### src/rtl/s100_slave_pkg.sv
// Shared types and constants for the S-100 bus slave port.
package s100_slave_pkg;

  typedef enum logic [3:0] {
    IDLE, LATCH, REQ_RD, WAIT_RD, DRIVE, WAIT_WR, REQ_WR, WAIT_ACK_WR, DONE
  } state_t;

  typedef enum logic [1:0] {IO_RD, IO_WR, MEM_RD, MEM_WR} cyc_t;

  localparam int         SYNC_DEPTH    = 2;
  localparam logic [7:0] TIMEOUT_RDATA = 8'hFF;

endpackage

### src/rtl/s100_sync.sv
// Multi-flop synchronizer for a bundle of asynchronous bus inputs.
// Each bit resets to its own idle level so no false edge appears after reset.
module s100_sync
  import s100_slave_pkg::*;
#(
  parameter int               WIDTH   = 1,
  parameter logic [WIDTH-1:0] RST_VAL = '0
) (
  input  logic             clk,
  input  logic             rst_n,
  input  logic [WIDTH-1:0] d,
  output logic [WIDTH-1:0] q
);

  logic [WIDTH-1:0] stage_reg [SYNC_DEPTH];

  always_ff @(posedge clk or negedge rst_n) begin
    if (!rst_n) begin
      for (int i = 0; i < SYNC_DEPTH; i++) stage_reg[i] <= RST_VAL;
    end else begin
      stage_reg[0] <= d;
      for (int i = 1; i < SYNC_DEPTH; i++) stage_reg[i] <= stage_reg[i-1];
    end
  end

  assign q = stage_reg[SYNC_DEPTH-1];

endmodule

### src/rtl/s100_slave_port.sv
// S-100 bus slave: turns decoded I/O (and optionally memory) cycles into back-end register requests.
// Define S100_SLAVE_MEM_EN to enable the memory-window decode and reg_is_mem.
module s100_slave_port
  import s100_slave_pkg::*;
#(
  parameter logic [7:0]  IO_BASE     = 8'hA0,
  parameter logic [7:0]  IO_MASK     = 8'hF0,
  parameter logic [19:0] MEM_BASE    = 20'hE0000,
  parameter logic [19:0] MEM_MASK    = 20'hF0000,
  parameter int          TIMEOUT_CYC = 255
) (
  input  logic        clockIn,
  input  logic        s100_n_RESET,
  input  logic [19:0] bus_adr,
  input  logic [7:0]  bus_din,
  input  logic        bus_sINP,
  input  logic        bus_sOUT,
  input  logic        bus_sMEMR,
  input  logic        bus_sMWRT,
  input  logic        bus_pSYNC,
  input  logic        bus_n_pSTVAL,
  input  logic        bus_pDBIN,
  input  logic        bus_n_pWR,
  output logic [7:0]  bus_dout,
  output logic        bus_dout_oe,
  output logic        bus_rdy,
  output logic [19:0] reg_addr,
  output logic        reg_rd,
  output logic        reg_wr,
  output logic [7:0]  reg_wdata,
  input  logic [7:0]  reg_rdata,
  input  logic        reg_ack,
  output logic        reg_is_mem,
  output logic        timeout_err
);

  localparam int              SYNC_W      = 36;
  localparam logic [SYNC_W-1:0] SYNC_RST  = 36'h5;  // n_pSTVAL and n_pWR idle high
  localparam logic [7:0]      TIMEOUT_LIM = 8'(TIMEOUT_CYC);

  logic [SYNC_W-1:0] sync_q;
  logic [19:0] s_adr;
  logic [7:0]  s_din;
  logic s_sinp, s_sout, s_smemr, s_smwrt, s_psync, s_n_pstval, s_pdbin, s_n_pwr;

  s100_sync #(.WIDTH(SYNC_W), .RST_VAL(SYNC_RST)) u_sync (
    .clk   (clockIn),
    .rst_n (s100_n_RESET),
    .d     ({bus_adr, bus_din, bus_sINP, bus_sOUT, bus_sMEMR, bus_sMWRT,
             bus_pSYNC, bus_n_pSTVAL, bus_pDBIN, bus_n_pWR}),
    .q     (sync_q)
  );

  assign {s_adr, s_din, s_sinp, s_sout, s_smemr, s_smwrt,
          s_psync, s_n_pstval, s_pdbin, s_n_pwr} = sync_q;

  state_t      state_reg, state_next;
  logic [3:0]  stat_reg, stat_next;  // {sINP, sOUT, sMEMR, sMWRT}
  logic [19:0] addr_reg, addr_next;
  logic [7:0]  wdata_reg, wdata_next, dout_reg, dout_next, cnt_reg, cnt_next;
  logic oe_reg, oe_next, rdy_reg, rdy_next, rd_reg, rd_next, wr_reg, wr_next;
  logic is_mem_reg, is_mem_next, err_reg, err_next;
  logic stval_prev_reg, pdbin_prev_reg, n_pwr_prev_reg;
  logic stval_fall, pdbin_fall, n_pwr_rise, expired;
  logic io_hit, mem_hit, hit;
  cyc_t cyc_type;

  assign stval_fall = stval_prev_reg & ~s_n_pstval;
  assign pdbin_fall = pdbin_prev_reg & ~s_pdbin;
  assign n_pwr_rise = ~n_pwr_prev_reg & s_n_pwr;
  assign expired    = (cnt_reg == TIMEOUT_LIM);

  assign io_hit = (stat_reg[3] | stat_reg[2]) &&
                  ((addr_reg[7:0] & IO_MASK) == (IO_BASE & IO_MASK));
`ifdef S100_SLAVE_MEM_EN
  assign mem_hit = (stat_reg[1] | stat_reg[0]) &&
                   ((addr_reg & MEM_MASK) == (MEM_BASE & MEM_MASK));
`else
  logic unused_mem;
  assign mem_hit    = 1'b0;
  assign unused_mem = ^{MEM_BASE, MEM_MASK};
`endif
  assign hit = io_hit | mem_hit;

  always_comb begin
    if (mem_hit) cyc_type = stat_reg[1] ? MEM_RD : MEM_WR;
    else         cyc_type = stat_reg[3] ? IO_RD : IO_WR;
  end

  always_comb begin
    state_next  = state_reg;
    stat_next   = stat_reg;
    addr_next   = addr_reg;
    wdata_next  = wdata_reg;
    dout_next   = dout_reg;
    oe_next     = oe_reg;
    rdy_next    = rdy_reg;
    is_mem_next = is_mem_reg;
    err_next    = err_reg;
    rd_next     = 1'b0;
    wr_next     = 1'b0;
    cnt_next    = '0;
    case (state_reg)
      IDLE: if (s_psync && stval_fall) begin
        state_next = LATCH;
        addr_next  = s_adr;
        stat_next  = {s_sinp, s_sout, s_smemr, s_smwrt};
      end
      LATCH: begin
        if (!hit) begin
          state_next = DONE;
        end else begin
          rdy_next    = 1'b0;
          is_mem_next = mem_hit;
          if (cyc_type == IO_RD || cyc_type == MEM_RD) begin
            state_next = REQ_RD;
            rd_next    = 1'b1;
          end else begin
            state_next = WAIT_WR;
          end
        end
      end
      REQ_RD: state_next = WAIT_RD;
      WAIT_RD: begin
        // Master abort beats a late ack; an ack beats the timeout.
        if (pdbin_fall) begin
          state_next = DONE;
          rdy_next   = 1'b1;
          oe_next    = 1'b0;
        end else if (reg_ack) begin
          state_next = DRIVE;
          dout_next  = reg_rdata;
          rdy_next   = 1'b1;
        end else if (expired) begin
          state_next = DRIVE;
          dout_next  = TIMEOUT_RDATA;
          rdy_next   = 1'b1;
          err_next   = 1'b1;
        end else begin
          cnt_next = cnt_reg + 8'd1;
        end
      end
      DRIVE: begin
        if (s_psync || !s_pdbin) begin
          oe_next    = 1'b0;
          state_next = DONE;
        end else begin
          oe_next = 1'b1;
        end
      end
      WAIT_WR: if (!s_n_pwr) begin
        wdata_next = s_din;
        wr_next    = 1'b1;
        state_next = REQ_WR;
      end
      REQ_WR: state_next = WAIT_ACK_WR;
      WAIT_ACK_WR: begin
        if (n_pwr_rise || reg_ack) begin
          state_next = DONE;
          rdy_next   = 1'b1;
        end else if (expired) begin
          state_next = DONE;
          rdy_next   = 1'b1;
          err_next   = 1'b1;
        end else begin
          cnt_next = cnt_reg + 8'd1;
        end
      end
      DONE: if (!s_psync && s_n_pstval && !s_pdbin && s_n_pwr) state_next = IDLE;
      default: state_next = IDLE;
    endcase
  end

  always_ff @(posedge clockIn or negedge s100_n_RESET) begin
    if (!s100_n_RESET) begin
      state_reg      <= IDLE;
      stat_reg       <= '0;
      addr_reg       <= '0;
      wdata_reg      <= '0;
      dout_reg       <= '0;
      cnt_reg        <= '0;
      oe_reg         <= 1'b0;
      rdy_reg        <= 1'b1;
      rd_reg         <= 1'b0;
      wr_reg         <= 1'b0;
      is_mem_reg     <= 1'b0;
      err_reg        <= 1'b0;
      stval_prev_reg <= 1'b1;
      pdbin_prev_reg <= 1'b0;
      n_pwr_prev_reg <= 1'b1;
    end else begin
      state_reg      <= state_next;
      stat_reg       <= stat_next;
      addr_reg       <= addr_next;
      wdata_reg      <= wdata_next;
      dout_reg       <= dout_next;
      cnt_reg        <= cnt_next;
      oe_reg         <= oe_next;
      rdy_reg        <= rdy_next;
      rd_reg         <= rd_next;
      wr_reg         <= wr_next;
      is_mem_reg     <= is_mem_next;
      err_reg        <= err_next;
      stval_prev_reg <= s_n_pstval;
      pdbin_prev_reg <= s_pdbin;
      n_pwr_prev_reg <= s_n_pwr;
    end
  end

  assign bus_dout    = dout_reg;
  assign bus_dout_oe = oe_reg;
  assign bus_rdy     = rdy_reg;
  assign reg_addr    = addr_reg;
  assign reg_rd      = rd_reg;
  assign reg_wr      = wr_reg;
  assign reg_wdata   = wdata_reg;
  assign reg_is_mem  = is_mem_reg;
  assign timeout_err = err_reg;

endmodule

### config.mk
export PLATFORM = sky130hd
export DESIGN_NAME = s100_slave_port
export DESIGN_NICKNAME = d
export VERILOG_FILES = /design/src/rtl/s100_slave_pkg.sv /design/src/rtl/s100_sync.sv /design/src/rtl/s100_slave_port.sv
export SDC_FILE = /design/constraint.sdc
export NUM_CORES = 1
export LEC_CHECK = 0
export ABC_AREA = 1
export ABC_CLOCK_PERIOD_IN_PS = 3400
export CELL_PAD_IN_SITES_DETAIL_PLACEMENT = 1
export CELL_PAD_IN_SITES_GLOBAL_PLACEMENT = 1
export CORE_MARGIN = 10
export CORE_UTILIZATION = 46
export CTS_BUF_LIST = sky130_fd_sc_hd__clkbuf_4 sky130_fd_sc_hd__clkbuf_8
export CTS_CLUSTER_SIZE = 20
export DETAILED_ROUTE_END_ITERATION = 12
export PLACE_DENSITY = 0.92
export SLEW_MARGIN = 20
export SYNTH_ARGS = -nofsm -noshare
export SYNTH_HDL_FRONTEND = slang
export SYNTH_HIERARCHICAL = 1
export SYNTH_SLANG_ARGS = --single-unit
### constraint.sdc
create_clock -name clockIn -period 3.4 [get_ports clockIn]
set_input_delay 0.68 -clock clockIn [delete_from_list [all_inputs] [get_ports clockIn]]
set_output_delay 0.68 -clock clockIn [all_outputs]
set_load 0.02 [all_outputs]
==> flow_summary_export.csv, run 1 <==
group,metric,value,unit
detailed_routing,vias_per_cell,4.659,
sta,period_share,0.6785,
sta,skew,0.007636,ns
critical_path,cp_top_family,"buffers and inverters",
floorplanning,die_x,119.3,µm
cells_and_area,syn2layout_area_growth,26.23,%
cts,numCtsBuffers,17,
detailed_routing,drt_iter0_drc,92,
power,power_density,755.3,mW/mm²
detailed_routing,ant_nets,0,
critical_path,worstReg2RegStart,"state_reg[3]",
sta,finalMaxSlewViolations,0,
grt,grt_pass1_vias,3309,
floorplanning,io_pins,89,
place,port_buffers,85,
sta,fin_tns_setup,0,ns
cts,clockBufferDepth,2,
critical_path,crit_arrival,1.63,ns
critical_path,crit_path_max_incr_delay,0.63,ns
cts,clk-insertion-delay-late,0.43,ns
power,power_leakage,2.650,nW
critical_path,cp.required,2.72,ns
grt,grt_pass1_wl,16500,µm
sta,finalHoldViolCount,0,
place,place_congestion,0.7643,
cells_and_area,final_common_cell,"dfrtp_1",
cts,cts_tree,"done",
cells_and_area,most-common-layout-cells,"dfrtp_1 (119), clkdlybuf4s50_1 (84), nand2_1 (66), inv_1 (31), nor2_1 (31)",
sta,max_slew_margin,0.5505,
cells_and_area,fin_cells,584,
critical_path,reg2reg_depth,4,
critical_path,crit_chain,"clkdlybuf4s50_1",
detailed_routing,via_count,2721,
place,dp_hpwl,6929,µm
floorplanning,core_area,0.009684,mm²
floorplanning,dieArea,0.01423,mm²
cts,postCtsSetupBuffers,0,
cts,cts_hold_buf,0,
place,placedCellCount,553,
cells_and_area,n_antenna_cell,0,
cells_and_area,drive_gt1_frac,0.1397,
logic_synthesis,avgSynthCellArea,12.19,µm²
grt,grt-ovfl-total,0,
critical_path,start_kind,"flop",
critical_path,end_kind,"primary output",
detailed_routing,routedWlPerCell,17.15,µm
cells_and_area,nets,487,
cts,clk_pin_slew_worst_paths,0.08,ns
sta,rsz0062_at_grt,"false",
sta,fin_hold_ws,0.2572,ns
critical_path,r2r-end,"reg_addr[12]",
logic_synthesis,netlist_area,0.004536,mm²
logic_synthesis,synthCells,372,
logic_synthesis,syn-num-nets,420,
cts,htreeDepth,4,
power,peakVddDrop,461.6,µV
critical_path,critical_path_class,"reg2out",
logic_synthesis,ys.warnings.count,6,
grt,antenna_found_initial,0,
critical_path,cp.buffers_inverters,1,
critical_path,r2r_slack,1.54,ns
sta,post-route-min-period,2.307,ns
cts,cts.repair.resized,0,
grt,grt_usage,0.1477,
cts,cts_sinks,126,
sta,worst_pin_slew,0.6726,ns
sta,fmax,433.5,MHz
hold_path,hold_path_class,"in2async",
detailed_routing,drt_pre_antenna_iters,4,
place,post_dp_cell_area,0.005278,mm²
floorplanning,die_h,119.3,µm
critical_path,worstPathMaxFanout,3,
floorplanning,rows,36,
flow_run,max_cap_violations,0,
critical_path,cp_slowest_cell,"clkdlybuf4s50_1",
cts,cts-root-buf,"clkbuf_8",
floorplanning,start_util,0.4683,
sta,setup_violations,0,
detailed_routing,finalWirelength,10020,µm
detailed_routing,drcViolationCount,0,
status,status,"complete, no violations",
grt,grt_max_degree,80,
cells_and_area,stdcell_area,0.005725,mm²
metrics by stage:
| step | util | power, mW | setup slack [ns] |
|---|---|---|---|
| 2_1_floorplan | - | 2.393 | 1.960 |
| 3_3_place_gp | 0.5450 | 2.848 | 1.369 |
| 3_5_place_dp | 0.5450 | 2.921 | 1.290 |
| 4_1_cts | 0.5912 | 4.398 | 1.048 |
| 5_1_grt | 0.5912 | 4.544 | 1.043 |
| 6_report | 0.5912 | 4.324 | 1.093 |
metal layers:
layer / global-route usage / up-vias / routed length (µm) / part of all wire
met3: 0.06471 / 14 / 644 / 0.064
met1: 0.1403 / 1374 / 3606 / 0.36
li1: - / 1268 / - / -
met5: 0 / - / 0 / 0
met2: 0.2746 / 65 / 5634 / 0.56
met4: 0.05430 / 0 / 132 / 0.013
power breakdown:
part	internal [mW]	switching [mW]	total (mW)
registers	1.73	0.147	1.88
clock network	0.840	0.593	1.43
logic	0.464	0.546	1.01
total	3.04	1.29	4.32
final cells by class:
type / instances / area (µm²)
fillers: 984 / 3959
flip-flops and latches: 126 / 3162
multi-input cells: 177 / 964.7
repair buffers: 86 / 868.3
clock buffers: 19 / 261.5
clock inverters: 12 / 186.4
well taps: 133 / 166.4
inverters: 31 / 116.4
worst max path at each step:
stage | endpoint | depth (start not counted) | startpoint
6_report | bus_rdy | 1 | bus_rdy
5_1_grt | bus_rdy | 1 | bus_rdy
4_1_cts | bus_rdy | 1 | bus_rdy
3_5_place_dp | state_reg[2] | 8 | reg_ack
3_3_place_gp | state_reg[2] | 8 | reg_ack
2_1_floorplan | reg_addr[13] | 6 | u_sync/q[2]
No activity file was read; power rests on OpenSTA's default activity.
==> inputs of run 2 (changes only) <==
--- a/config.mk
+++ b/config.mk
@@ -6,15 +6,15 @@
 export NUM_CORES = 1
 export LEC_CHECK = 0
 export ABC_AREA = 1
-export ABC_CLOCK_PERIOD_IN_PS = 3400
+export ABC_CLOCK_PERIOD_IN_PS = 2210
 export CELL_PAD_IN_SITES_DETAIL_PLACEMENT = 1
 export CELL_PAD_IN_SITES_GLOBAL_PLACEMENT = 1
 export CORE_MARGIN = 10
-export CORE_UTILIZATION = 46
+export CORE_UTILIZATION = 43
 export CTS_BUF_LIST = sky130_fd_sc_hd__clkbuf_4 sky130_fd_sc_hd__clkbuf_8
 export CTS_CLUSTER_SIZE = 20
 export DETAILED_ROUTE_END_ITERATION = 12
-export PLACE_DENSITY = 0.92
+export PLACE_DENSITY = 0.87
 export SLEW_MARGIN = 20
 export SYNTH_ARGS = -nofsm -noshare
 export SYNTH_HDL_FRONTEND = slang
==> constraint.sdc (replaced) <==
create_clock -name clockIn -period 2.21 [get_ports clockIn]
set_input_delay 0.442 -clock clockIn [delete_from_list [all_inputs] [get_ports clockIn]]
set_output_delay 0.442 -clock clockIn [all_outputs]
set_load 0.02 [all_outputs]
==> flow_summary_export.csv, run 2 (synthesis gave the netlist of run 1 again) <==
group,metric,value,unit
status,status,"complete, no violations",
sta,finalMaxSlewViolations,0,
cts,clk_pin_slew_worst_paths,0.07,ns
floorplanning,start_util,0.4393,
place,placedCellCount,558,
critical_path,cp_slowest_cell,"clkdlybuf4s50_1",
detailed_routing,drt_iter0_drc,98,
critical_path,cp.buffers_inverters,1,
grt,grt_max_degree,59,
critical_path,crit_path_max_incr_delay,0.62,ns
cells_and_area,utilization,0.5562,
cts,clockBufferDepth,2,
detailed_routing,finalWirelength,8929,µm
cts,clk-insertion-delay-late,0.42,ns
cells_and_area,final_common_cell,"dfrtp_1",
sta,fmax,489.2,MHz
cells_and_area,regArea,0.003162,mm²
grt,grt_usage,0.1280,
floorplanning,core_area,0.01032,mm²
floorplanning,io_pins,89,
cts,cts.repair.resized,0,
place,place_congestion,0.8492,
cells_and_area,most-common-layout-cells,"dfrtp_1 (119), clkdlybuf4s50_1 (84), nand2_1 (66), inv_1 (31), nor2_1 (31)",
detailed_routing,ant_nets,0,
place,port_buffers,85,
cells_and_area,n_antenna_cell,0,
floorplanning,die_h,122.7,µm
detailed_routing,via_count,2714,
sta,post-route-min-period,2.044,ns
critical_path,end_kind,"primary output",
cells_and_area,fin_cells,590,
cts,cts_hold_buf,1,
floorplanning,die_x,122.7,µm
critical_path,cp.required,1.77,ns
cts,htreeDepth,4,
grt,grt_pass1_wl,14860,µm
power,peakVddDrop,571.3,µV
flow_run,max_cap_violations,0,
cells_and_area,drive_gt1_frac,0.1432,
cells_and_area,multi_input_area,964.7,µm²
cts,cts_sinks,126,
sta,period_share,0.9249,
grt,grt_pass1_vias,3000,
grt,grt-ovfl-total,0,
cts,numCtsBuffers,17,
hold_path,hold_path_class,"reg2reg",
critical_path,start_kind,"flop",
cells_and_area,fillers,1073,
critical_path,crit_chain,"clkdlybuf4s50_1",
sta,setup_violations,0,
critical_path,cp_top_family,"buffers and inverters",
floorplanning,dieArea,0.01506,mm²
cts,postCtsSetupBuffers,0,
sta,finalHoldViolCount,0,
detailed_routing,routedWlPerCell,15.13,µm
detailed_routing,vias_per_cell,4.600,
detailed_routing,drcViolationCount,0,
floorplanning,rows,37,
place,dp_hpwl,6656,µm
cells_and_area,nets,490,
power,power_leakage,2.647,nW
detailed_routing,drt_pre_antenna_iters,4,
cells_and_area,syn2layout_area_growth,26.59,%
sta,fin_hold_ws,0.3469,ns
grt,antenna_found_initial,0,
power,total_power,6.468,mW
power,power_density,1126,mW/mm²
cts,cts_tree,"done",
critical_path,critical_path_class,"reg2out",
critical_path,crit_arrival,1.60,ns
sta,skew,0.007963,ns
sta,fin_tns_setup,0,ns
cts,cts-root-buf,"clkbuf_8",
sta,rsz0062_at_grt,"false",
critical_path,worstPathMaxFanout,3,
run 2: cell types whose count changed in the layout (fill, tap and decap cells not counted), sizes merged:
cell,delta
buf,+2
clkinv,-2
dlygate4sd3,+1
clkinvlp,+3
bufinv,-1
run 2: worst register-to-register path: stages (launching register included):
cell and delay, ns:
dfrtp_1 0.37, ha_1 0.19, nand2_1 0.07, nor2_2 0.16
nand4_1 0.27, nand2_2 0.37, nand2_1 0.13, nand2_1 0.08
nand2_1 0.05
run 2: worst paths after layout:
path / from / to / slack, ns / cells after the start
max in group asynchronous: s100_n_RESET / u_sync/q[0] / 1.15 / 3
min: u_sync/stage_reg[71] / u_sync/q[35] / 0.35 / 0
min reg2reg: u_sync/stage_reg[71] / u_sync/q[35] / 0.35 / 0
max reg2reg: cnt_reg[0] / state_reg[0] / 0.43 / 8
max: bus_rdy / bus_rdy / 0.17 / 1
min in group asynchronous: s100_n_RESET / u_sync/stage_reg[54] / 0.44 / 2
run 2: stage by stage:
| step | worst slack [ns] | instance area (µm²) |
|---|---|---|
| floorplan | 0.7697 | 4536 |
| global placement | 0.4145 | 5309 |
| detailed placement | 0.3466 | 5309 |
| CTS | 0.1322 | 5742 |
| global route | 0.1038 | 5742 |
| finish | 0.1660 | 5742 |
run 2: area by class of cell:
cell class | instances | share of cell area
flip-flops and latches | 126 | 0.5507
clock inverters | 12 | 0.02811
well taps | 136 | 0.02964
inverters | 31 | 0.02027
clock buffers | 19 | 0.04554
repair buffers | 89 | 0.1578
multi-input cells | 177 | 0.1680
run 2: power by group:
part	internal, mW	switching [mW]
clock	1.17	0.887
combinational	0.720	0.813
sequential	2.67	0.206
total	4.56	1.91
run 2: metal layers:
| metal | vias up | share of wire | wire length, µm | GRT usage |
|---|---|---|---|---|
| li1 | 1273 | - | - | - |
| met1 | 1368 | 0.38 | 3357 | 0.1318 |
| met2 | 67 | 0.53 | 4695 | 0.2155 |
| met3 | 6 | 0.090 | 805 | 0.06703 |
| met4 | 0 | 0.0078 | 70 | 0.05228 |
| met5 | - | 0 | 0 | 0 |
